File: config.mk
export PLATFORM = sky130hd
export DESIGN_NAME = sw_pkt_tx
export DESIGN_NICKNAME = d
export VERILOG_FILES = /design/src/rtl/sw_pkg.sv /design/src/rtl/sw_tx_fifo.sv /design/src/rtl/sw_pkt_tx.sv
export SDC_FILE = /design/constraint.sdc
export NUM_CORES = 1
export LEC_CHECK = 0
export ABC_CLOCK_PERIOD_IN_PS = 4400
export BUFFER_PORTS_ARGS = -buffer_cell sky130_fd_sc_hd__buf_2
export CORE_AREA = 3 3 221 223
export CTS_CLUSTER_DIAMETER = 120
export DETAILED_ROUTE_END_ITERATION = 12
export DIE_AREA = 0 0 224 226
export GPL_TIMING_DRIVEN = 1
export PLACE_DENSITY = 0.64
export SYNTH_ARGS = -nofsm -noshare
export SYNTH_HDL_FRONTEND = slang
export SYNTH_HIERARCHICAL = 1
export SYNTH_SLANG_ARGS = --single-unit
File: constraint.sdc
create_clock -name clk -period 4.4 [get_ports clk]
set_input_delay 0.44 -clock clk [delete_from_list [all_inputs] [get_ports clk]]
set_output_delay 0.44 -clock clk [all_outputs]
set_load 0.02 [all_outputs]
File: src/rtl/sw_pkg.sv
// Shared definitions for the switch packet transmitter and the switch-side checkers.
//   sw_state_e    : transmitter FSM states, in frame order
//   HDR_*_OFS     : word offsets of DA/SA/LEN inside the frame header
//   DEF_*         : default width/depth used when a parent does not override them
package sw_pkg;

  localparam int DEF_WORD_WIDTH = 8;
  localparam int DEF_FIFO_SIZE  = 64;

  localparam int HDR_DA_OFS  = 0;
  localparam int HDR_SA_OFS  = 1;
  localparam int HDR_LEN_OFS = 2;
  localparam int HDR_WORDS   = 3;

  typedef enum logic [2:0] {
    S_IDLE, S_WAIT, S_DA, S_SA, S_LEN, S_PAY, S_PAR, S_GAP
  } sw_state_e;

endpackage

File: src/rtl/sw_tx_fifo.sv
// Synchronous payload FIFO, FIFO_SIZE x WORD_WIDTH, for sw_pkt_tx.
//   push_i/wdata_i : write one word (caller guarantees not full)
//   pop_i          : drop the head word (caller guarantees not empty)
//   rdata_o        : current head word, combinational from storage (no lookahead reg)
//   level_o        : words held, 0..FIFO_SIZE inclusive
//   full_o         : level_o == FIFO_SIZE
module sw_tx_fifo #(
  parameter int FIFO_SIZE  = 64,
  parameter int WORD_WIDTH = 8
) (
  input  logic                          clk,
  input  logic                          rst_n,
  input  logic                          push_i,
  input  logic [WORD_WIDTH-1:0]         wdata_i,
  input  logic                          pop_i,
  output logic [WORD_WIDTH-1:0]         rdata_o,
  output logic [$clog2(FIFO_SIZE):0]    level_o,
  output logic                          full_o
);

  localparam int AW = $clog2(FIFO_SIZE);
  localparam int LW = AW + 1;

  logic [WORD_WIDTH-1:0] mem [FIFO_SIZE];
  logic [AW-1:0]         wptr_q, rptr_q;
  logic [LW-1:0]         level_q, level_d;

  // Pointers are exactly AW bits wide, so wrap modulo FIFO_SIZE is free.
  always_ff @(posedge clk or negedge rst_n) begin
    if (!rst_n) begin
      wptr_q  <= '0;
      rptr_q  <= '0;
      level_q <= '0;
    end else begin
      if (push_i) wptr_q <= wptr_q + AW'(1);
      if (pop_i)  rptr_q <= rptr_q + AW'(1);
      level_q <= level_d;
    end
  end

  always_ff @(posedge clk) begin
    if (push_i) mem[wptr_q] <= wdata_i;
  end

  always_comb begin
    level_d = level_q;
    case ({push_i, pop_i})
      2'b10:   level_d = level_q + LW'(1);
      2'b01:   level_d = level_q - LW'(1);
      default: level_d = level_q;
    endcase
  end

  assign rdata_o = mem[rptr_q];
  assign level_o = level_q;
  assign full_o  = (level_q == LW'(FIFO_SIZE));

endmodule

File: src/rtl/sw_pkt_tx.sv
// Switch ingress packet transmitter. Buffers payload bytes from a valid/ready
// stream and sends one contiguous frame DA, SA, LEN, payload[LEN] on
// sw_enable_out/data_out, followed by IPG_CYCLES idle cycles.
//   pkt_start/pkt_da/pkt_sa/pkt_len : send request, taken only while tx_ready
//   tx_ready                        : high in IDLE
//   pl_valid/pl_data/pl_ready       : payload push stream into the FIFO
//   sw_enable_out/data_out          : frame to switch ingress (registered)
//   pkt_done                        : pulse with the first idle cycle after a frame
//   pkt_err                         : pulse when a start asks for more than FIFO_SIZE bytes
//   fifo_level                      : bytes held in the payload FIFO
// Build option: define SW_TX_PARITY_EN to append an XOR parity byte
// (DA^SA^LEN^payload) after the last payload byte.
module sw_pkt_tx
  import sw_pkg::*;
#(
  parameter int FIFO_SIZE  = DEF_FIFO_SIZE,
  parameter int WORD_WIDTH = DEF_WORD_WIDTH,
  parameter int IPG_CYCLES = 1
) (
  input  logic                       clk,
  input  logic                       rst_n,
  input  logic                       pkt_start,
  input  logic [WORD_WIDTH-1:0]      pkt_da,
  input  logic [WORD_WIDTH-1:0]      pkt_sa,
  input  logic [WORD_WIDTH-1:0]      pkt_len,
  output logic                       tx_ready,
  input  logic                       pl_valid,
  input  logic [WORD_WIDTH-1:0]      pl_data,
  output logic                       pl_ready,
  output logic                       sw_enable_out,
  output logic [WORD_WIDTH-1:0]      data_out,
  output logic                       pkt_done,
  output logic                       pkt_err,
  output logic [$clog2(FIFO_SIZE):0] fifo_level
);

  localparam int LW = $clog2(FIFO_SIZE) + 1;
  // Common width for comparing a byte count against the FIFO level/depth.
  localparam int CW = ((WORD_WIDTH > LW) ? WORD_WIDTH : LW) + 1;
  localparam int GW = $clog2(IPG_CYCLES + 1);

`ifdef SW_TX_PARITY_EN
  localparam sw_state_e PAY_NEXT = S_PAR;
`else
  localparam sw_state_e PAY_NEXT = S_GAP;
`endif

  sw_state_e                              state_q, state_d;
  logic [HDR_WORDS-1:0][WORD_WIDTH-1:0]   hdr_q, hdr_d;
  logic [WORD_WIDTH-1:0]                  cnt_q, cnt_d;
  logic [GW-1:0]                          gap_q, gap_d;
  logic                                   en_q, en_d;
  logic [WORD_WIDTH-1:0]                  data_q, data_d;
  logic                                   done_q, done_d;
  logic                                   err_q, err_d;
`ifdef SW_TX_PARITY_EN
  logic [WORD_WIDTH-1:0]                  par_q, par_d;
`endif

  logic                  push, pop, full;
  logic [WORD_WIDTH-1:0] rdata;
  logic                  len_ok, lvl_ok;

  assign push     = pl_valid & pl_ready;
  assign pl_ready = ~full;
  assign tx_ready = (state_q == S_IDLE);

  assign len_ok = CW'(pkt_len) <= CW'(FIFO_SIZE);
  // Only start the frame once every payload byte is already buffered, so the
  // enable never drops mid-frame regardless of upstream pacing.
  assign lvl_ok = CW'(fifo_level) >= CW'(hdr_q[HDR_LEN_OFS]);

  sw_tx_fifo #(.FIFO_SIZE(FIFO_SIZE), .WORD_WIDTH(WORD_WIDTH)) u_fifo (
    .clk     (clk),
    .rst_n   (rst_n),
    .push_i  (push),
    .wdata_i (pl_data),
    .pop_i   (pop),
    .rdata_o (rdata),
    .level_o (fifo_level),
    .full_o  (full)
  );

  // Outputs are computed from the current state and registered, so the wire
  // frame trails the FSM by one cycle.
  always_comb begin
    state_d = state_q;
    hdr_d   = hdr_q;
    cnt_d   = cnt_q;
    gap_d   = '0;
    pop     = 1'b0;
    en_d    = 1'b0;
    data_d  = '0;
    done_d  = 1'b0;
    err_d   = 1'b0;
`ifdef SW_TX_PARITY_EN
    par_d   = par_q;
`endif
    case (state_q)
      S_IDLE: begin
        if (pkt_start) begin
          if (len_ok) begin
            hdr_d[HDR_DA_OFS]  = pkt_da;
            hdr_d[HDR_SA_OFS]  = pkt_sa;
            hdr_d[HDR_LEN_OFS] = pkt_len;
            cnt_d              = pkt_len;
`ifdef SW_TX_PARITY_EN
            par_d              = pkt_da ^ pkt_sa ^ pkt_len;
`endif
            state_d            = S_WAIT;
          end else begin
            err_d = 1'b1;
          end
        end
      end
      S_WAIT: if (lvl_ok) state_d = S_DA;
      S_DA: begin
        en_d    = 1'b1;
        data_d  = hdr_q[HDR_DA_OFS];
        state_d = S_SA;
      end
      S_SA: begin
        en_d    = 1'b1;
        data_d  = hdr_q[HDR_SA_OFS];
        state_d = S_LEN;
      end
      S_LEN: begin
        en_d    = 1'b1;
        data_d  = hdr_q[HDR_LEN_OFS];
        state_d = (cnt_q == '0) ? PAY_NEXT : S_PAY;
      end
      S_PAY: begin
        en_d   = 1'b1;
        pop    = 1'b1;
        data_d = rdata;
        cnt_d  = cnt_q - WORD_WIDTH'(1);
`ifdef SW_TX_PARITY_EN
        par_d  = par_q ^ rdata;
`endif
        if (cnt_q == WORD_WIDTH'(1)) state_d = PAY_NEXT;
      end
      S_PAR: begin
`ifdef SW_TX_PARITY_EN
        en_d   = 1'b1;
        data_d = par_q;
`endif
        state_d = S_GAP;
      end
      S_GAP: begin
        done_d = (gap_q == '0);
        gap_d  = gap_q + GW'(1);
        if (gap_q == GW'(IPG_CYCLES - 1)) state_d = S_IDLE;
      end
      default: state_d = S_IDLE;
    endcase
  end

  always_ff @(posedge clk or negedge rst_n) begin
    if (!rst_n) begin
      state_q <= S_IDLE;
      hdr_q   <= '0;
      cnt_q   <= '0;
      gap_q   <= '0;
      en_q    <= 1'b0;
      data_q  <= '0;
      done_q  <= 1'b0;
      err_q   <= 1'b0;
`ifdef SW_TX_PARITY_EN
      par_q   <= '0;
`endif
    end else begin
      state_q <= state_d;
      hdr_q   <= hdr_d;
      cnt_q   <= cnt_d;
      gap_q   <= gap_d;
      en_q    <= en_d;
      data_q  <= data_d;
      done_q  <= done_d;
      err_q   <= err_d;
`ifdef SW_TX_PARITY_EN
      par_q   <= par_d;
`endif
    end
  end

  assign sw_enable_out = en_q;
  assign data_out      = data_q;
  assign pkt_done      = done_q;
  assign pkt_err       = err_q;

endmodule

# After elaboration in Yosys (flattened, before gate mapping)
# Memory sizes are Yosys's and may differ from the RTL's.
# Cells that the tools add are included.
# W data, S select, Z words.
# totals
wordCells	70
mem_bits_rw	512
output_inout_bits	20
in_bits	36
memories	1
reg_bits	66
# memory_table
memory	depth	width	rd	rd_clocked_by_memory_dff	wr	line	rtl
u_fifo.mem	64	8	1	0	1	sw_tx_fifo.sv:24	logic [WORD_WIDTH-1:0] mem [FIFO_SIZE];
# op_classes
order_cmp	2
muxes	21
n_reduce_logical	8
eq_ne	16
n_bitwise	3
n_addsub	6
# ops
op	n
$pmux W8 S4	1
$pmux W3 S8	1
$mux W8	2
$pmux W8 S2	1
$mux W3	5
$pmux W7 S2	1
$add A6 B1 Y6 const B	2
$eq A3 B3 Y1 const B	4
$mux W1	9
$eq A8 B1 Y1 const B	1
$ge A7 B8 Y1	1
$le A8 B7 Y1 const B	1
$logic_not A8 Y1	1
$ne A2 B2 Y1 const B	4
$sub A8 B1 Y8 const B	1
$add A7 B1 Y7 const B	1
$eq A7 B7 Y1 const B	1
$sub A7 B1 Y7 const B	1
$eq A3 B2 Y1 const B	2
$reduce_and A3 Y1	2
$reduce_and A5 Y1	1
$reduce_bool A2 Y1	2
$reduce_or A4 Y1	1
$eq A3 B1 Y1 const B	1
8 further kinds	9

# Depth between registers and ports, before layout
# logic_depth
depth_word	5
ltp_mapped	15

# By module
# Netlist, hierarchy kept.
# modules_own_cells
module	instances	area_each_um2	cells_each	seq_area_each_um2
sw_tx_fifo	1	21150.3	1122	15850.2
sw_pkt_tx	1	2393.5	212	1151.1

# Least setup slack after synthesis
# Ideal clock, no wire load.
# synth_path
path_kind	register -> register
from	reg u_fifo.level_q[2], in the netlist u_fifo/level_o[2]
to	reg u_fifo.level_q[4], in the netlist u_fifo/level_o[4]
required_time_ps	4320
n_path_buf	3
path_slack_ps	696
setup_time_ps	80
path_stages_with_launch	16
arrival_time_ps	3624
path_cell_list	dfrtp_1 > clkbuf_1 > or4_1 > nor4b_1 > nor2b_1 > clkbuf_1 > inv_1 > ha_1 > clkbuf_1 > xor2_1 > ha_1 > and3b_1 > o21ai_0 > or2_2 > a21oi_1 > xor2_1
# synth_between
elab_chain_cells	5
word_cells_on_any_way	9
classes_between	add/sub (2); eq/ne (3); mux (1); bitwise (2); reduce/logical (1)
# synth_lines
element	line	rtl
start: declaration	sw_tx_fifo.sv:26	logic [LW-1:0] level_q, level_d;
start signal: assignment	sw_tx_fifo.sv:37	level_q <= level_d;
$eq A7 B7 Y1 *	sw_tx_fifo.sv:56	assign full_o = (level_q == LW'(FIFO_SIZE));
named net full	sw_pkt_tx.sv:60	logic push, pop, full;
$not A1 Y1 *	sw_pkt_tx.sv:65	assign pl_ready = ~full;
$and A1 B1 Y1 *	sw_pkt_tx.sv:64	assign push = pl_valid & pl_ready;
named net push	sw_pkt_tx.sv:60	
$eq A2 B1 Y1 / $eq A2 B2 Y1 (equally long branches)	sw_tx_fifo.sv:47	case ({push_i, pop_i})
$pmux W7 S2 / $reduce_bool A2 Y1 (equally long branches)	--	
# The timed path passes the listed nets; every way through them passes the cells marked *.
# A chain may end at the register's enable or synchronous reset.

# Final worst setup path
# layout_path
from	reg u_fifo.level_q[2], in the netlist u_fifo/level_o[2]
to	reg u_fifo.level_q[6], in the netlist u_fifo/level_o[6]
# The elaborated chain is that of the path after synthesis.

==> results.md <==
- Type of the tightest min-delay check: in2reg
- Core ar.: 46750 µm²
- Final hold violation count: 0
- Die height: 226 µm
- Hold Path Origin: pkt_sa[7]
- RSZ-0062 raised after global routing: false
- Async SR Flop Fraction: 11.27%
- First-pass GRT wire length: 80810 µm
- # nets final: 1450
- Worst setup EP type: flip-flop
- Startpoint Class: flip-flop
- Worst Path Max Fanout: 13
- I/O pins: 56
- Overall routed net length: between 50000 and 60000 µm
- FF+latch area: 17010 µm²
- H-tree depth: 2
- Reg-to-reg startpoint: u_fifo/level_o[2]
- Synth Warn #: 6
- Core Rows: 79
- Hold Path Sink: hdr_q[15]
- Hpwl dp: 33320 µm
- Worst slew pin tran: 1.258 ns
- Sequential share of the synthesized area: 72.21%
- Avg WL per Cell: ~26 µm
- Share of layout cells above drive strength 1: a little under a fifth
- Pin count of the biggest net entering global routing: 65
- Worst Reg2Reg Path Length in Cells: 12
- Min Tclk post-route: 3.748 ns
- Synth Flop Type: edfxtp_1
- Die ar.: ~51000 µm²
- Final cell utilization of the core: 56.31%
- ANT cells: 0
- Area occupied by multi-input gates: between 5000 and 6000 µm²
- Count of different cell masters after synthesis: ~70
- Vias: roughly 13k
- Initial core utilization: 50.36%
- Final setup skew: between 0.01 and 0.015 ns
- P_leak: around 9.1 nW
- Fill cells: 3550
- TritonCTS Buffers: 58
- Via/cell ratio: around 6
- EDFF count, synth: a little over 500
- Placed inst area: approximately 24000 µm²
- Pwr per Cell Area: around 650 nW/µm²
- Clock sinks: just under 600
- GPL Wtd Cong: about 0.84
- Post-Syn Area per Cell: around 18 µm²
- Flop2flop setup slack: 0.65 ns
- P&R area growth vs syn: 11.82%
- Routed Antenna Nets: 0
- VDD IR max: roughly 0.38 mV
- Crit path kind: reg2reg
- Syn_nets: between 1k and 1.5k
- CTS root buf: clkbuf_16
- Fin Setup TNS: 0 ns
- Bufs on Longest Clock Path: 3
- Crit share post-route: between 80% and 90%
- Initial antenna violation count: 0
- CP required: around 4.9 ns
- Clock slew at reported path FFs: 0.06 ns
- Total track usage: between 20 and 25%
- Vias in the first global route: 12.50k
- Clock latency on the worst-skew pair: ~0.61 ns
- Buffers on Ports: between 50 and 60
- WHS: ~0.059 ns
- CTS tree: built
- Max Cap Viol: 0
- DRC errors left: 0
- Final setup viols: 0
- Critical path arrival: 4.28 ns
- Max-slew headroom: roughly 16%
- Design Area, Final: 26330 µm²
- Overflow after GRT: 0
- Initial DRC Count: 1284
- Reg-to-reg endpoint: u_fifo/level_o[6]
- Final Total Pwr: 16.98 mW
- FMAX: 0.2668 GHz
- Status: finished clean
- Horiz. Die Dim: roughly 220 µm
- Final Slew Violations: 0
- Worst Hold Depth: 2
- Syn Std Cell Area: roughly 24000 µm²
- TritonRoute pass-1 iters: 5
- Synth Register Bits: between 500 and 600
- Synthesized instance count: around 1.3k
worst max-delay path by stage:
stage / from / slack, ns / end
3_5_place_dp: u_fifo/level_o[2] / 0.51 / u_fifo/level_o[6]
3_3_place_gp: u_fifo/level_o[2] / 0.66 / u_fifo/level_o[4]
5_1_grt: u_fifo/level_o[2] / 0.25 / u_fifo/level_o[6]
6_report: u_fifo/level_o[2] / 0.65 / u_fifo/level_o[6]
4_1_cts: u_fifo/level_o[2] / 0.48 / u_fifo/level_o[6]
2_1_floorplan: u_fifo/level_o[2] / 0.70 / u_fifo/level_o[4]
cells in the mapped netlist, types with 9 or more instances:
cell	number	area [µm²]
edfxtp_1	512	15370
mux2i_1	139	1391
nor2_1	89	334.1
dfrtp_1	65	1627
mux4_2	62	1396
o21ai_0	45	225.2
clkbuf_1	39	146.4
a221oi_1	38	332.8
a21oi_1	26	130.1
o22ai_1	23	143.9
nand2_1	21	78.83
nand3_1	21	105.1
a211oi_1	20	150.1
inv_1	17	63.81
o221ai_1	17	148.9
buf_2	16	80.08
ha_1	14	175.2
buf_6	10	112.6
mux2_4	10	150.1
xor2_1	10	87.58
a22oi_1	9	67.56
critical path: stages, from the launching register on:
cell and delay, ns:
dfrtp_1 0.50, or4_1 0.61, nor4b_2 0.35, nor2b_1 0.24
inv_1 0.17, ha_1 0.42, xor2_1 0.14, ha_1 0.24
and3b_1 0.19, o21ai_0 0.29, a211oi_1 0.14, nor3_1 0.24
xor2_1 0.16
through the flow:
stage                     worst slack (ns)  instances
after floorplan                     0.6958       1334
after global placement              0.6603       1946
after detailed placement            0.5065       1946
after CTS                           0.4795       2057
after global routing                0.2493       2057
final                               0.6522       2057
final cells by class:
type / instances / share of cell area, %
clock buffer: 80 / 6.254
tap: 607 / 2.885
inverter: 17 / 0.2424
timing repair buffer: 91 / 2.224
multi-input combinational: 655 / 22.35
clock inverter: 30 / 1.445
sequential: 577 / 64.60
timing repair:
action,4_1_cts,5_1_grt
endpoints found under the hold margin,65,0
setup buffers,0,0
endpoints found under the setup margin,0,1
hold buffers,1,0
resized for setup,0,1
cells in the final DEF, fill, tap and decap left out, types with 4 or more instances in the layout:
| master | instances |
|---|---|
| mux4_1 | 4 |
| clkinv_1 | 7 |
| inv_1 | 17 |
| xor2_1 | 10 |
| nor3b_1 | 4 |
| a22oi_1 | 9 |
| nor3_1 | 8 |
| clkbuf_16 | 60 |
| edfxtp_1 | 512 |
| mux2_2 | 8 |
| o221ai_1 | 17 |
| a41oi_1 | 5 |
| mux2i_1 | 139 |
| buf_4 | 32 |
| a21o_1 | 8 |
| clkbuf_8 | 7 |
| a211oi_1 | 20 |
| nand3b_1 | 6 |
| mux4_2 | 62 |
| o21ai_0 | 45 |
| xnor2_1 | 7 |
| bufinv_16 | 8 |
| buf_2 | 55 |
| nor2b_1 | 7 |
| dfrtp_1 | 62 |
| and2_1 | 4 |
| clkinv_4 | 4 |
| clkinv_2 | 7 |
| nor2_1 | 89 |
| a221oi_1 | 38 |
| o22ai_1 | 23 |
| clkbuf_1 | 13 |
| nand2_1 | 21 |
| ha_1 | 14 |
| a21oi_1 | 26 |
| mux2_4 | 10 |
| nand3_1 | 21 |
flip-flops by register name, summed over array words and instances (netlist names):
signal	cells
u_fifo/mem	512
hdr_q	24
cnt_q	8
data_out	8
u_fifo/level_o	7
u_fifo/rptr_q	6
u_fifo/wptr_q	6
state_q	3
pkt_done	1
pkt_err	1
sw_enable_out	1
report_power, final:
group          leakage [nW]  switching [mW]  internal, mW  total, mW
Clock                 0.988            2.04          3.09       5.13
Combinational          2.68            2.88          1.99       4.87
Sequential             5.40           0.560          6.42       6.98
Total                  9.06            5.48          11.5       17.0
kinds of logic (layout without fill, tap and decap cells):
kind of cell | after synthesis | after routing | share of synthesized area [%]
flops | 577 | 577 | 72.21
mux | 225 | 225 | 13.40
compound gates | 211 | 211 | 6.282
simple gates | 188 | 188 | 3.901
buf+inv | 102 | 218 | 2.827
xor+xnor | 17 | 17 | 0.6324
fa+ha+maj | 14 | 14 | 0.7440
routing by layer:
metal / track usage (%) / wire, µm
met5: 0 / 0
met3: 4.173 / 4173
met1: 30.47 / 22790
met2: 34.25 / 25660
met4: 6.768 / 1297
Power figures use the tool's default switching activity.
